## src/rtl/addr_u_resilient_seq.sv

```systemverilog
// addr_u_resilient_seq
//   Digit-serial unsigned adder with duplicate-and-compare fault detection.
//   Two independent lanes compute a+b one DIGIT-wide slice per cycle. Their
//   WIDTH+1-bit results are then compared. On a mismatch the whole addition
//   is retried, up to MAX_RETRY extra attempts. The result is flagged as
//   fault (recovered) or err (never matched). A saturating counter records
//   transactions that raised either flag.
//
// Ports
//   clk, rst_n          clock, asynchronous active-low reset
//   in_valid/in_ready   operand handshake; in_ready=1 only while idle
//   a, b                WIDTH-bit unsigned operands, latched at acceptance
//   out_valid/out_ready result handshake; result held until accepted
//   sum                 WIDTH+1-bit result (MSB = carry-out)
//   fault, err          recovered-by-retry / unrecoverable mismatch flags
//   fault_cnt, cnt_clr  saturating count of flagged transactions, sync clear
//   inj_en, inj_mask    fault injection into lane A digit sums during RUN
module addr_u_resilient_seq #(
  parameter int WIDTH     = 8,
  parameter int DIGIT     = 2,
  parameter int MAX_RETRY = 2,
  parameter int CNT_W     = 8
) (
  input  logic             clk,
  input  logic             rst_n,
  input  logic             in_valid,
  output logic             in_ready,
  input  logic [WIDTH-1:0] a,
  input  logic [WIDTH-1:0] b,
  output logic             out_valid,
  input  logic             out_ready,
  output logic [WIDTH:0]   sum,
  output logic             fault,
  output logic             err,
  output logic [CNT_W-1:0] fault_cnt,
  input  logic             cnt_clr,
  input  logic             inj_en,
  input  logic [DIGIT-1:0] inj_mask
);

  localparam int NDIG = WIDTH / DIGIT;
  localparam int DW   = (NDIG > 1) ? $clog2(NDIG) : 1;
  localparam int ACCW = WIDTH + 1;
  localparam logic [DW-1:0] LAST_D = DW'(NDIG - 1);
  localparam logic [2:0]    MAXR   = 3'(MAX_RETRY);

  typedef enum logic [1:0] {IDLE, RUN, CHECK, DONE} state_t;

  state_t           state;
  logic [WIDTH-1:0] a_q, b_q;
  logic [DW-1:0]    d;
  logic [2:0]       attempt;
  logic [WIDTH:0]   acc_a, acc_b;
  logic             carry_a, carry_b;

  // Bit offset of the current digit; common to both lanes
  logic [31:0] sh;
  always_comb sh = 32'(d) * 32'(DIGIT);

  // Lane A: digit adder with injection point on the digit sum bits
  logic [DIGIT-1:0] da_a, db_a, s_a, s_a_inj;
  logic             c_a;
  logic [WIDTH:0]   acc_a_nxt;
  always_comb begin
    da_a = DIGIT'(a_q >> sh);
    db_a = DIGIT'(b_q >> sh);
    {c_a, s_a} = {1'b0, da_a} + {1'b0, db_a} + {{DIGIT{1'b0}}, carry_a};
    s_a_inj = inj_en ? (s_a ^ inj_mask) : s_a;
    // Accumulator is cleared per attempt and each slice written once, so OR-in
    acc_a_nxt = acc_a | (ACCW'(s_a_inj) << sh);
    if (d == LAST_D) acc_a_nxt[WIDTH] = c_a;
  end

  // Lane B: independent copy of the digit adder, no injection
  logic [DIGIT-1:0] da_b, db_b, s_b;
  logic             c_b;
  logic [WIDTH:0]   acc_b_nxt;
  always_comb begin
    da_b = DIGIT'(a_q >> sh);
    db_b = DIGIT'(b_q >> sh);
    {c_b, s_b} = {1'b0, da_b} + {1'b0, db_b} + {{DIGIT{1'b0}}, carry_b};
    acc_b_nxt = acc_b | (ACCW'(s_b) << sh);
    if (d == LAST_D) acc_b_nxt[WIDTH] = c_b;
  end

  // Set on the CHECK cycle that will leave for DONE with fault or err raised
  logic flag_set;
  always_comb begin
    flag_set = 1'b0;
    if (state == CHECK)
      flag_set = (acc_a == acc_b) ? (attempt != '0) : (attempt == MAXR);
  end

  always_ff @(posedge clk or negedge rst_n) begin
    if (!rst_n) begin
      state     <= IDLE;
      in_ready  <= 1'b1;
      out_valid <= 1'b0;
      sum       <= '0;
      fault     <= 1'b0;
      err       <= 1'b0;
      fault_cnt <= '0;
      a_q       <= '0;
      b_q       <= '0;
      d         <= '0;
      attempt   <= '0;
      acc_a     <= '0;
      acc_b     <= '0;
      carry_a   <= 1'b0;
      carry_b   <= 1'b0;
    end else begin
      if (cnt_clr)
        fault_cnt <= '0;
      else if (flag_set && fault_cnt != '1)
        fault_cnt <= fault_cnt + 1'b1;

      case (state)
        IDLE: begin
          if (in_valid) begin
            a_q      <= a;
            b_q      <= b;
            d        <= '0;
            attempt  <= '0;
            acc_a    <= '0;
            acc_b    <= '0;
            carry_a  <= 1'b0;
            carry_b  <= 1'b0;
            in_ready <= 1'b0;
            state    <= RUN;
          end
        end
        RUN: begin
          acc_a   <= acc_a_nxt;
          acc_b   <= acc_b_nxt;
          carry_a <= c_a;
          carry_b <= c_b;
          if (d == LAST_D) begin
            d     <= '0;
            state <= CHECK;
          end else begin
            d <= d + 1'b1;
          end
        end
        CHECK: begin
          if (acc_a == acc_b) begin
            sum   <= acc_a;
            fault <= (attempt != '0);
            err   <= 1'b0;
            state <= DONE;
          end else if (attempt < MAXR) begin
            attempt <= attempt + 1'b1;
            acc_a   <= '0;
            acc_b   <= '0;
            carry_a <= 1'b0;
            carry_b <= 1'b0;
            d       <= '0;
            state   <= RUN;
          end else begin
            sum   <= acc_a;
            fault <= 1'b0;
            err   <= 1'b1;
            state <= DONE;
          end
        end
        DONE: begin
          // out_valid rises one cycle after entering DONE; handoff needs it high
          if (out_valid && out_ready) begin
            out_valid <= 1'b0;
            in_ready  <= 1'b1;
            state     <= IDLE;
          end else begin
            out_valid <= 1'b1;
          end
        end
        default: state <= IDLE;
      endcase
    end
  end

endmodule

```

## config.mk

```make
export PLATFORM = sky130hd
export DESIGN_NAME = addr_u_resilient_seq
export DESIGN_NICKNAME = d
export VERILOG_FILES = /design/src/rtl/addr_u_resilient_seq.sv
export SDC_FILE = /design/constraint.sdc
export NUM_CORES = 1
export LEC_CHECK = 0
export CAP_MARGIN = 5
export CORE_UTILIZATION = 40
export CTS_CLUSTER_SIZE = 28
export DETAILED_ROUTE_END_ITERATION = 10
export PLACE_DENSITY_LB_ADDON = 0.3
export SLEW_MARGIN = 10
export SYNTH_ARGS = -nofsm -noshare
export SYNTH_HDL_FRONTEND = slang
export SYNTH_SLANG_ARGS = --single-unit
```

## constraint.sdc

```tcl
create_clock -name clk -period 6.95 [get_ports clk]
set_input_delay 1.0425 -clock clk [delete_from_list [all_inputs] [get_ports clk]]
set_output_delay 1.0425 -clock clk [all_outputs]
set_load 0.05 [all_outputs]
```

==> metrics.txt, run 1 <==
ranking of synthesized cells by area dfrtp_1, mux2_2, ha_1, nor2_1, a21oi_1; Worst Path Arrival 3.19 ns; Max Clock Freq 342 MHz; DRT iter0 DRCs 104; Layout area overhead 21.1%; Crit path largest cell delay 0.65 ns; Overflow after GRT 0; Synth cell types 48; WHS Path Cells 2; Port Buffers 44; CTS buffer count 9; Netlist Area Pre-Place 3300 um2; Peak VDD IR 0.000214 V; setup ws final 4.02 ns; Most used DFF post-synth dfrtp_1; pre-CTS setup slack 4.01 ns; total negative slack 0 ns; Worst R2R Setup Slack a little over 4 ns; vias per cell 5.31; Placer Congestion 0.829; worst reg2reg path depth 10; Post-DP Area approximately 3800 um2; initial antenna violation count 0; slew margin rel. about 46%; pin count of the biggest net entering global routing between 60 and 70; ANT cells 0; share of layout cells above drive strength 1 approximately 17%; P_sw 805 uW; RSZ-0062 raised after global routing false; Synth async-reset ratio 100%; vias about 2400; syn nets about 330; Residual DRC 0; NumNets Final 372; HP Start in_ready$_DFFE_PN1P_; Startpoint Class flip-flop; Final Cell Area roughly 4000 um2; flops & latches, synth 64; area share of the largest cell type after synthesis between 40 and 50%; # H-tree levels 3; PwrDens around 470 nW/um2; row count 32; Tot GR Track Use 17.2%; Worst Hold Path EP in_ready$_DFFE_PN1P_; Mapped Cells 294; MaxCap Viol Count 0; Worst Clk Skew 0.00704 ns; crit path time final around 3 ns; CTS resizes 0; die footprint roughly 8600 um2; first drt pass iteration count 4; Final Hold Fails 0; Reg power frac between 30% and 40%; Clock Tree Buf Depth 2; period utilization a little over two fifths; Post-CTS Setup Inserts 0; xor-xnor portion of the synthesized cell area between 3 and 4%; worst r2r src d[0]$_DFFE_PN0P_; kind of critical path flip-flop to flip-flop; clock group share of total power between 15 and 20%; Hold-fix buffers, CTS 0; reg-to-reg critical path endpoint acc_a[7]$_DFFE_PN0P_; Leak 1.71 nW; CP required between 7 and 8 ns; first-pass GRT wire length 11500 um; status complete, no violations; most frequent cells in the layout dfrtp_1, clkdlybuf4s50_1, nor2_1, mux2_2, a21oi_1; compound-cell area share of the yosys netlist around an eighth; hpwl dp 4600 um; Worst-Margin Slew approximately 0.80 ns; Wirelength per Cell approximately 15 um; Max FO, Critical Path 13; adder-cell share of the synthesized area 4.40%; commonest non-fill, non-tap cell in the layout dfrtp_1; Worst setup EP type flip-flop; simple logic cell fraction of the synthesized area 14.5%; Slew Viols, Final 0; warning count from the yosys run 0; clock-pin slew on the worst setup and hold paths around 0.07 ns; post-route ant nets 0; Seq/Total Area, Yosys 48.6%; clock root cell clkbuf_8; IO Pins 45; worst-path cell chain mux4_2 > ha_1 > inv_1 > fa_1 > inv_1 > ha_1 > xor2_1 > nor3b_1 > a31oi_1 > nor2_1; main combinational cell family by area after synthesis simple AND/OR/NAND/NOR gates; switching share of power a little over two fifths; Sink Count 64; mux cell area share after synthesis 13.3%; final WL ~6600 um; core area 7850 um2; Post-synth EDFFs 0; vias in the first global route about 2400; Initial Utilization 42.0%; P_int 1.09 mW; Die Ht approximately 93 um; die width roughly 93 um; min-delay worst type flip-flop to flip-flop; Worst-Skew Late Latency 0.34 ns; TritonCTS clock tree done; Comb pwr share a little under 50%; final setup fails 0; leading area contributor after synthesis dfrtp_1; Synth Area per Inst 11.2 um2; slowest stage cell, crit path dfrtp_1
-- power by group through the flow --
| stage | Sequential [mW] | Combinational [mW] | Clock [mW] |
|---|---|---|---|
| after floorplan | 0.713 | 0.651 | 0 |
| after global placement | 0.658 | 0.914 | 0 |
| after detailed placement | 0.658 | 0.931 | 0 |
| after CTS | 0.652 | 0.935 | 0.323 |
| after global routing | 0.673 | 1.04 | 0.340 |
| final | 0.649 | 0.932 | 0.315 |
-- metrics by stage --
stage | std cells | hold slack [ns] | total power [mW] | util, %
2_1_floorplan | 294 | 0.456 | 1.36 | -
3_3_place_gp | 428 | 0.464 | 1.57 | 48.4
3_5_place_dp | 428 | 0.466 | 1.59 | 48.4
4_1_cts | 444 | 0.478 | 1.91 | 50.9
5_1_grt | 444 | 0.508 | 2.05 | 50.9
6_report | 444 | 0.476 | 1.90 | 50.9
-- synthesized netlist by cell type, drive strengths merged (3+ instances only) --
master,count
clkbuf,7
nand4,6
a21o,5
xnor2,6
dfrtp,63
nor2b,6
mux2,30
a21oi,20
and3,3
o21ai,5
nand2,11
nand2b,7
o31ai,3
mux4,4
a2111oi,3
buf,7
nor2,29
inv,12
a31oi,9
ha,10
nand3,10
xor2,7
nor4,3
nor3,5
-- logic make-up after synthesis --
family                     after synthesis
buffers and inverters                   26
DFF                                     64
and+or+nand+nor                         89
adders and majority gates               11
xor gates and xnor gates                13
muxes                                   35
AOI/OAI and AO/OA                       56
-- worst max path at each step --
| stage | end | cells past startpoint | startpoint | slack [ns] |
|---|---|---|---|---|
| after global routing | acc_a[7]$_DFFE_PN0P_ | 10 | d[0]$_DFFE_PN0P_ | 3.76 |
| after global placement | acc_a[7]$_DFFE_PN0P_ | 10 | d[0]$_DFFE_PN0P_ | 4.03 |
| after detailed placement | acc_a[7]$_DFFE_PN0P_ | 10 | d[0]$_DFFE_PN0P_ | 4.01 |
| after CTS | acc_a[7]$_DFFE_PN0P_ | 10 | d[0]$_DFFE_PN0P_ | 4.01 |
| after floorplan | acc_a[7]$_DFFE_PN0P_ | 11 | d[0]$_DFFE_PN0P_ | 4.08 |
| final | acc_a[7]$_DFFE_PN0P_ | 10 | d[0]$_DFFE_PN0P_ | 4.02 |
-- layout make-up --
class | instances | area, um2
clock buffers | 10 | 138
clock inverters | 6 | 58.8
fillers | 718 | 3850
inverters | 12 | 45.0
multi-input cells | 204 | 1570
flip-flops and latches | 64 | 1600
well taps | 102 | 128
repair buffers | 46 | 450
-- flip-flops by register name (all words and copies together) (netlist names) --
| register | flops |
|---|---|
| attempt | 3 |
| acc_a | 9 |
| a_q | 8 |
| fault | 1 |
| state | 2 |
| err | 1 |
| b_q | 8 |
| carry_b | 1 |
| carry_a | 1 |
| fault_cnt | 8 |
| sum | 9 |
| acc_b | 9 |
| out_valid | 1 |
| d | 2 |
| in_ready | 1 |
-- metal layers --
layer,track usage (%),wire (um)
met1,22.7,3070
met2,27.0,3160
met3,3.53,243
met4,7.95,108
met5,0,0
-- critical path, delay by kind of cell (launching register included) --
kind | cells | cell delay [ns]
buffers and inverters | 2 | 0.15
flip-flops | 1 | 0.65
AO/OA/AOI/OAI | 1 | 0.11
multiplexers | 1 | 0.57
adder cells (fa/ha/maj) | 3 | 0.85
AND/OR/NAND/NOR | 2 | 0.36
XOR/XNOR | 1 | 0.17
No activity file was read; power rests on OpenSTA's default activity.
==> run 2: changes to the inputs <==
- clock period: 6.95 -> 2.4 ns (I/O delays scaled with it)
==> metrics.txt, run 2 (synthesis results as in run 1) <==
status finished with violations; failing checks setup timing; die footprint approximately 8600 um2; Max Clock Freq 402 MHz; clock-pin slew on the worst setup and hold paths 0.07 ns; CP required 2.68 ns; vias per cell 5.33; Final Hold Fails 0; Initial Utilization 42.0%; worst reg2reg path depth 10; commonest non-fill, non-tap cell in the layout dfrtp_1; Seq. cell area 1600 um2; Final Core Density 52.8%; Worst-Skew Late Latency 0.34 ns; Overflow after GRT 0; initial antenna violation count 0; Placer Congestion 0.827; Setup crit start d[0]$_DFFE_PN0P_; Startpoint Class flip-flop; row count 32; Worst setup EP type flip-flop; post-route ant nets 0; reg-to-reg critical path endpoint acc_a[7]$_DFFE_PN0P_; Hold-fix buffers, CTS 0; share of layout cells above drive strength 1 22.4%; first drt pass iteration count 4; Sink Count 64; final WL ~6900 um; ANT cells 0; TritonCTS clock tree done; most frequent cells in the layout dfrtp_1, clkdlybuf4s50_1, nor2_1, mux2_2, a21oi_1; min-delay worst type primary input to async pin; hpwl dp 4990 um; Clock Tree Buf Depth 2; Worst R2R Setup Slack -0.08 ns; Leak 1.75 nW; Port Buffers 44; vias in the first global route between 2000 and 2500; Die Ht 92.8 um; worst r2r src d[0]$_DFFE_PN0P_; Slew Viols, Final 0; Residual DRC 0; Wirelength per Cell 15.2 um; die width 92.8 um; vias 2418; Max FO, Critical Path 4; NumNets Final between 300 and 400; IO Pins between 40 and 50; final setup fails 7; total power 5.95 mW; pre-CTS setup slack -0.212 ns; Tot GR Track Use 18.0%; Layout area overhead 25.6%; Worst Path Arrival 2.76 ns; setup ws final -0.0846 ns; pin count of the biggest net entering global routing 26; PwrDens 1440 nW/um2; core area 7850 um2; Worst-Margin Slew 0.560 ns; first-pass GRT wire length ~12000 um; Peak VDD IR 0.000560 V; Fillers roughly 700; DRT iter0 DRCs 185; area of the multi-input gates 1640 um2; Worst Clk Skew 0.0111 ns; RSZ-0062 raised after global routing true; clock root cell clkbuf_8; period utilization 104%; crit path time final 2.48 ns; CTS buffer count 9; MaxCap Viol Count 0; slew margin rel. 62.7%; kind of critical path flip-flop to flip-flop; # H-tree levels 3; top flop regs acc_a (9), acc_b (9), sum (9)
## run 2: cell count changes in the layout (fill, tap and decap cells not counted), sizes merged
cell      previous run  this run
buf                  3        14
bufinv               1         0
clkinvlp             0         1
clkbuf              10        12
clkinv               5         2
## run 2: layout make-up
type | count | share of cell area [%]
inverter | 12 | 1.09
timing repair buffer | 57 | 13.3
sequential | 64 | 38.7
clock buffer | 12 | 3.75
multi-input combinational | 204 | 39.6
tap | 102 | 3.08
clock inverter | 3 | 0.423
## run 2: worst max path at each step
stage,end,slack (ns),cells after the start
after global placement,acc_a[5]$_DFFE_PN0P_,-0.15,10
after floorplan,acc_a[5]$_DFFE_PN0P_,-0.22,11
final,acc_a[7]$_DFFE_PN0P_,-0.08,10
after CTS,acc_a[5]$_DFFE_PN0P_,-0.1,10
after detailed placement,acc_a[5]$_DFFE_PN0P_,-0.21,10
after global routing,acc_a[7]$_DFFE_PN0P_,-0.25,10
## run 2: what timing repair did
action / CTS / global route
pin swaps: 6 / 0
gates resized for setup: 10 / 1
setup endpoints to repair: 10 / 12
buffers inserted: 0 / 0
cloned: 0 / 0
## run 2: per-stage QoR
stage | cells | setup TNS [ns] | area, um2 | hold slack (ns)
after floorplan | 294 | -1.02 | 3310 | 0.0644
after global placement | 439 | -0.630 | 3900 | 0.382
after detailed placement | 439 | -1.00 | 3900 | 0.383
after CTS | 454 | -0.315 | 4130 | 0.0105
after global routing | 454 | -1.55 | 4140 | 0.0478
final | 454 | -0.289 | 4140 | 0.00413
## run 2: layer usage
layer / track usage (%) / vias to the layer above / part of all wire, %
met5: 0 / - / 0
met1: 23.6 / 1190 / 45
met3: 3.20 / 12 / 3.8
met4: 8.46 / 0 / 2.1
met2: 28.9 / 51 / 49
li1: - / 1165 / -
## run 2: report_power, final
| group | internal [mW] | switching [mW] | total (mW) |
|---|---|---|---|
| sequential | 1.52 | 0.290 | 1.81 |
| combinational | 1.49 | 1.84 | 3.33 |
| clock | 0.422 | 0.397 | 0.819 |
## run 2: critical path: stages (launching register included)
cell	delay, ns
dfrtp_2	0.41
mux4_2	0.51
ha_2	0.20
inv_2	0.05
fa_1	0.41
inv_2	0.09
ha_4	0.21
xor2_4	0.16
nor3b_2	0.19
a31oi_1	0.10
nor2_1	0.09
==> run 3: changes to the inputs <==
- SETUP_SLACK_MARGIN: default -> 0.3
==> metrics.txt, run 3 (synthesis results as in run 1) <==
post-route ant nets 0; Reg power frac between 20% and 30%; Startpoint Class flip-flop; Die Ht 92.8 um; met3 usage 5.01%; Overflow after GRT 0; Port Buffers 44; Initial Utilization between 40 and 50%; MaxCap Viol Count 0; final setup fails 9; Hold WS 0.470 ns; commonest non-fill, non-tap cell in the layout dfrtp_1; Placer Congestion 0.794; GR Util met2 27.9%; Layout area overhead 33.1%; Max Clock Freq 387 MHz; total power approximately 6.5 mW; clock group share of total power 16.3%; IO Pins 45; clock root cell clkbuf_8; ANT cells 0; P_sw 2.67 mW; top flop regs acc_a (9), acc_b (9), sum (9); initial antenna violation count 0; Final Hold Fails 0; die footprint 8610 um2; Slew Viols, Final 0; RSZ-0062 raised after global routing true; Wirelength per Cell 15.3 um; period utilization 108%; Worst-Margin Slew 0.500 ns; Clock Tree Buf Depth 2; first-pass GRT wire length around 12000 um; clock-pin slew on the worst setup and hold paths 0.08 ns; slew margin rel. 66.6%; Comb pwr share 55.4%; Max FO, Critical Path 4; setup ws final -0.181 ns; CP required 2.68 ns; pin count of the biggest net entering global routing 24; Sink Count between 60 and 70; most frequent cells in the layout dfrtp_1, clkdlybuf4s50_1, nor2_1, mux2_2, buf_4; P_int 3.81 mW; first drt pass iteration count 4; kind of critical path flip-flop to flip-flop; CTS buffer count 9; Residual DRC 0; switching share of power 41.2%; min-delay worst type flip-flop to flip-flop; Worst Path Arrival 2.86 ns; global-route met1 utilization 24.0%; Tot GR Track Use 18.0%; Worst setup EP type flip-flop; vias in the first global route 2449; Worst Clk Skew between 0.01 and 0.015 ns; status finished with violations; hpwl dp between 4000 and 5000 um; vias 2468; GRT busiest layer met2; Worst-Skew Late Latency 0.35 ns; # H-tree levels 3; Peak VDD IR 0.000678 V; Leak around 1.8 nW; final WL 7140 um; TritonCTS clock tree done; DRT iter0 DRCs 112; vias per cell ~5.3; share of layout cells above drive strength 1 30.3%; NumNets Final 393; failing checks setup timing; die width 92.8 um; row count 32; crit path time final 2.58 ns; core area slightly below 8000 um2; PwrDens between 1000 and 1500 nW/um2; Fillers 661
-- run 3: cell types whose count changed in the layout (fill, tap and decap cells not counted), sizes merged --
cell / change
buf: +9
clkinvlp: -1
clkbuf: +1
bufinv: +2
clkinv: -1
dlygate4sd3: +1
-- run 3: timing repair --
item | in CTS | in global routing
pin swaps | 6 | 7
endpoints found under the setup margin | 34 | 35
buffers inserted | 2 | 7
endpoints found under the hold margin | 20 | 0
hold buffers | 1 | 0
resized for setup | 16 | 17
-- run 3: final timing paths --
kind                                   endpoint                  from  depth (start not counted)  slack, ns
max in group asynchronous  in_ready$_DFFE_PN1P_                 rst_n                          3       1.13
min in group asynchronous   carry_a$_DFFE_PN0P_                 rst_n                          2       0.54
hold / removal             in_ready$_DFFE_PN1P_  in_ready$_DFFE_PN1P_                          2       0.47
setup / recovery           acc_a[7]$_DFFE_PN0P_      d[0]$_DFFE_PN0P_                         10      -0.18
hold reg to reg            in_ready$_DFFE_PN1P_  in_ready$_DFFE_PN1P_                          2       0.47
setup reg to reg           acc_a[7]$_DFFE_PN0P_      d[0]$_DFFE_PN0P_                         10      -0.18
-- run 3: worst max-delay path: stages, from the launching register on --
cell	delay, ns
dfrtp_2	0.42
mux4_2	0.52
ha_2	0.20
inv_2	0.05
fa_1	0.41
inv_2	0.09
ha_4	0.20
xor2_2	0.19
nor3b_2	0.23
a31oi_1	0.13
nor2_1	0.10
-- run 3: layer usage --
layer  up-vias  wire, um
met2        53      3450
met3        12       293
met1      1216      3280
met5         -         0
met4         0       119
li1       1187         -
-- run 3: power by group through the flow --
| stage | Sequential [mW] | Clock (mW) | Combinational, mW |
|---|---|---|---|
| 3_5_place_dp | 1.83 | 0 | 2.97 |
| 4_1_cts | 1.82 | 1.07 | 3.41 |
| 3_3_place_gp | 1.83 | 0 | 2.93 |
| 2_1_floorplan | 2.07 | 0 | 1.94 |
| 6_report | 1.83 | 1.06 | 3.59 |
| 5_1_grt | 1.89 | 1.12 | 3.91 |
-- run 3: cell type report --
type	count	area, um2	area share [%]
clock buffers	13	159	3.62
clock inverters	3	65.1	1.48
inverters	12	45.0	1.03
multi-input cells	204	1750	39.9
flip-flops and latches	64	1610	36.7
well taps	102	128	2.91
repair buffers	67	631	14.4
-- run 3: stage by stage --
stage | worst slack [ns] | utilization (%) | setup TNS, ns | cells | instance area, um2
2_1_floorplan | -0.221 | - | -1.02 | 294 | 3330
3_3_place_gp | -0.149 | 49.8 | -0.614 | 439 | 3910
3_5_place_dp | -0.214 | 49.8 | -1.05 | 439 | 3910
4_1_cts | -0.138 | 54.2 | -0.673 | 458 | 4250
5_1_grt | -0.287 | 55.9 | -1.85 | 465 | 4390
6_report | -0.181 | 55.9 | -0.815 | 465 | 4390
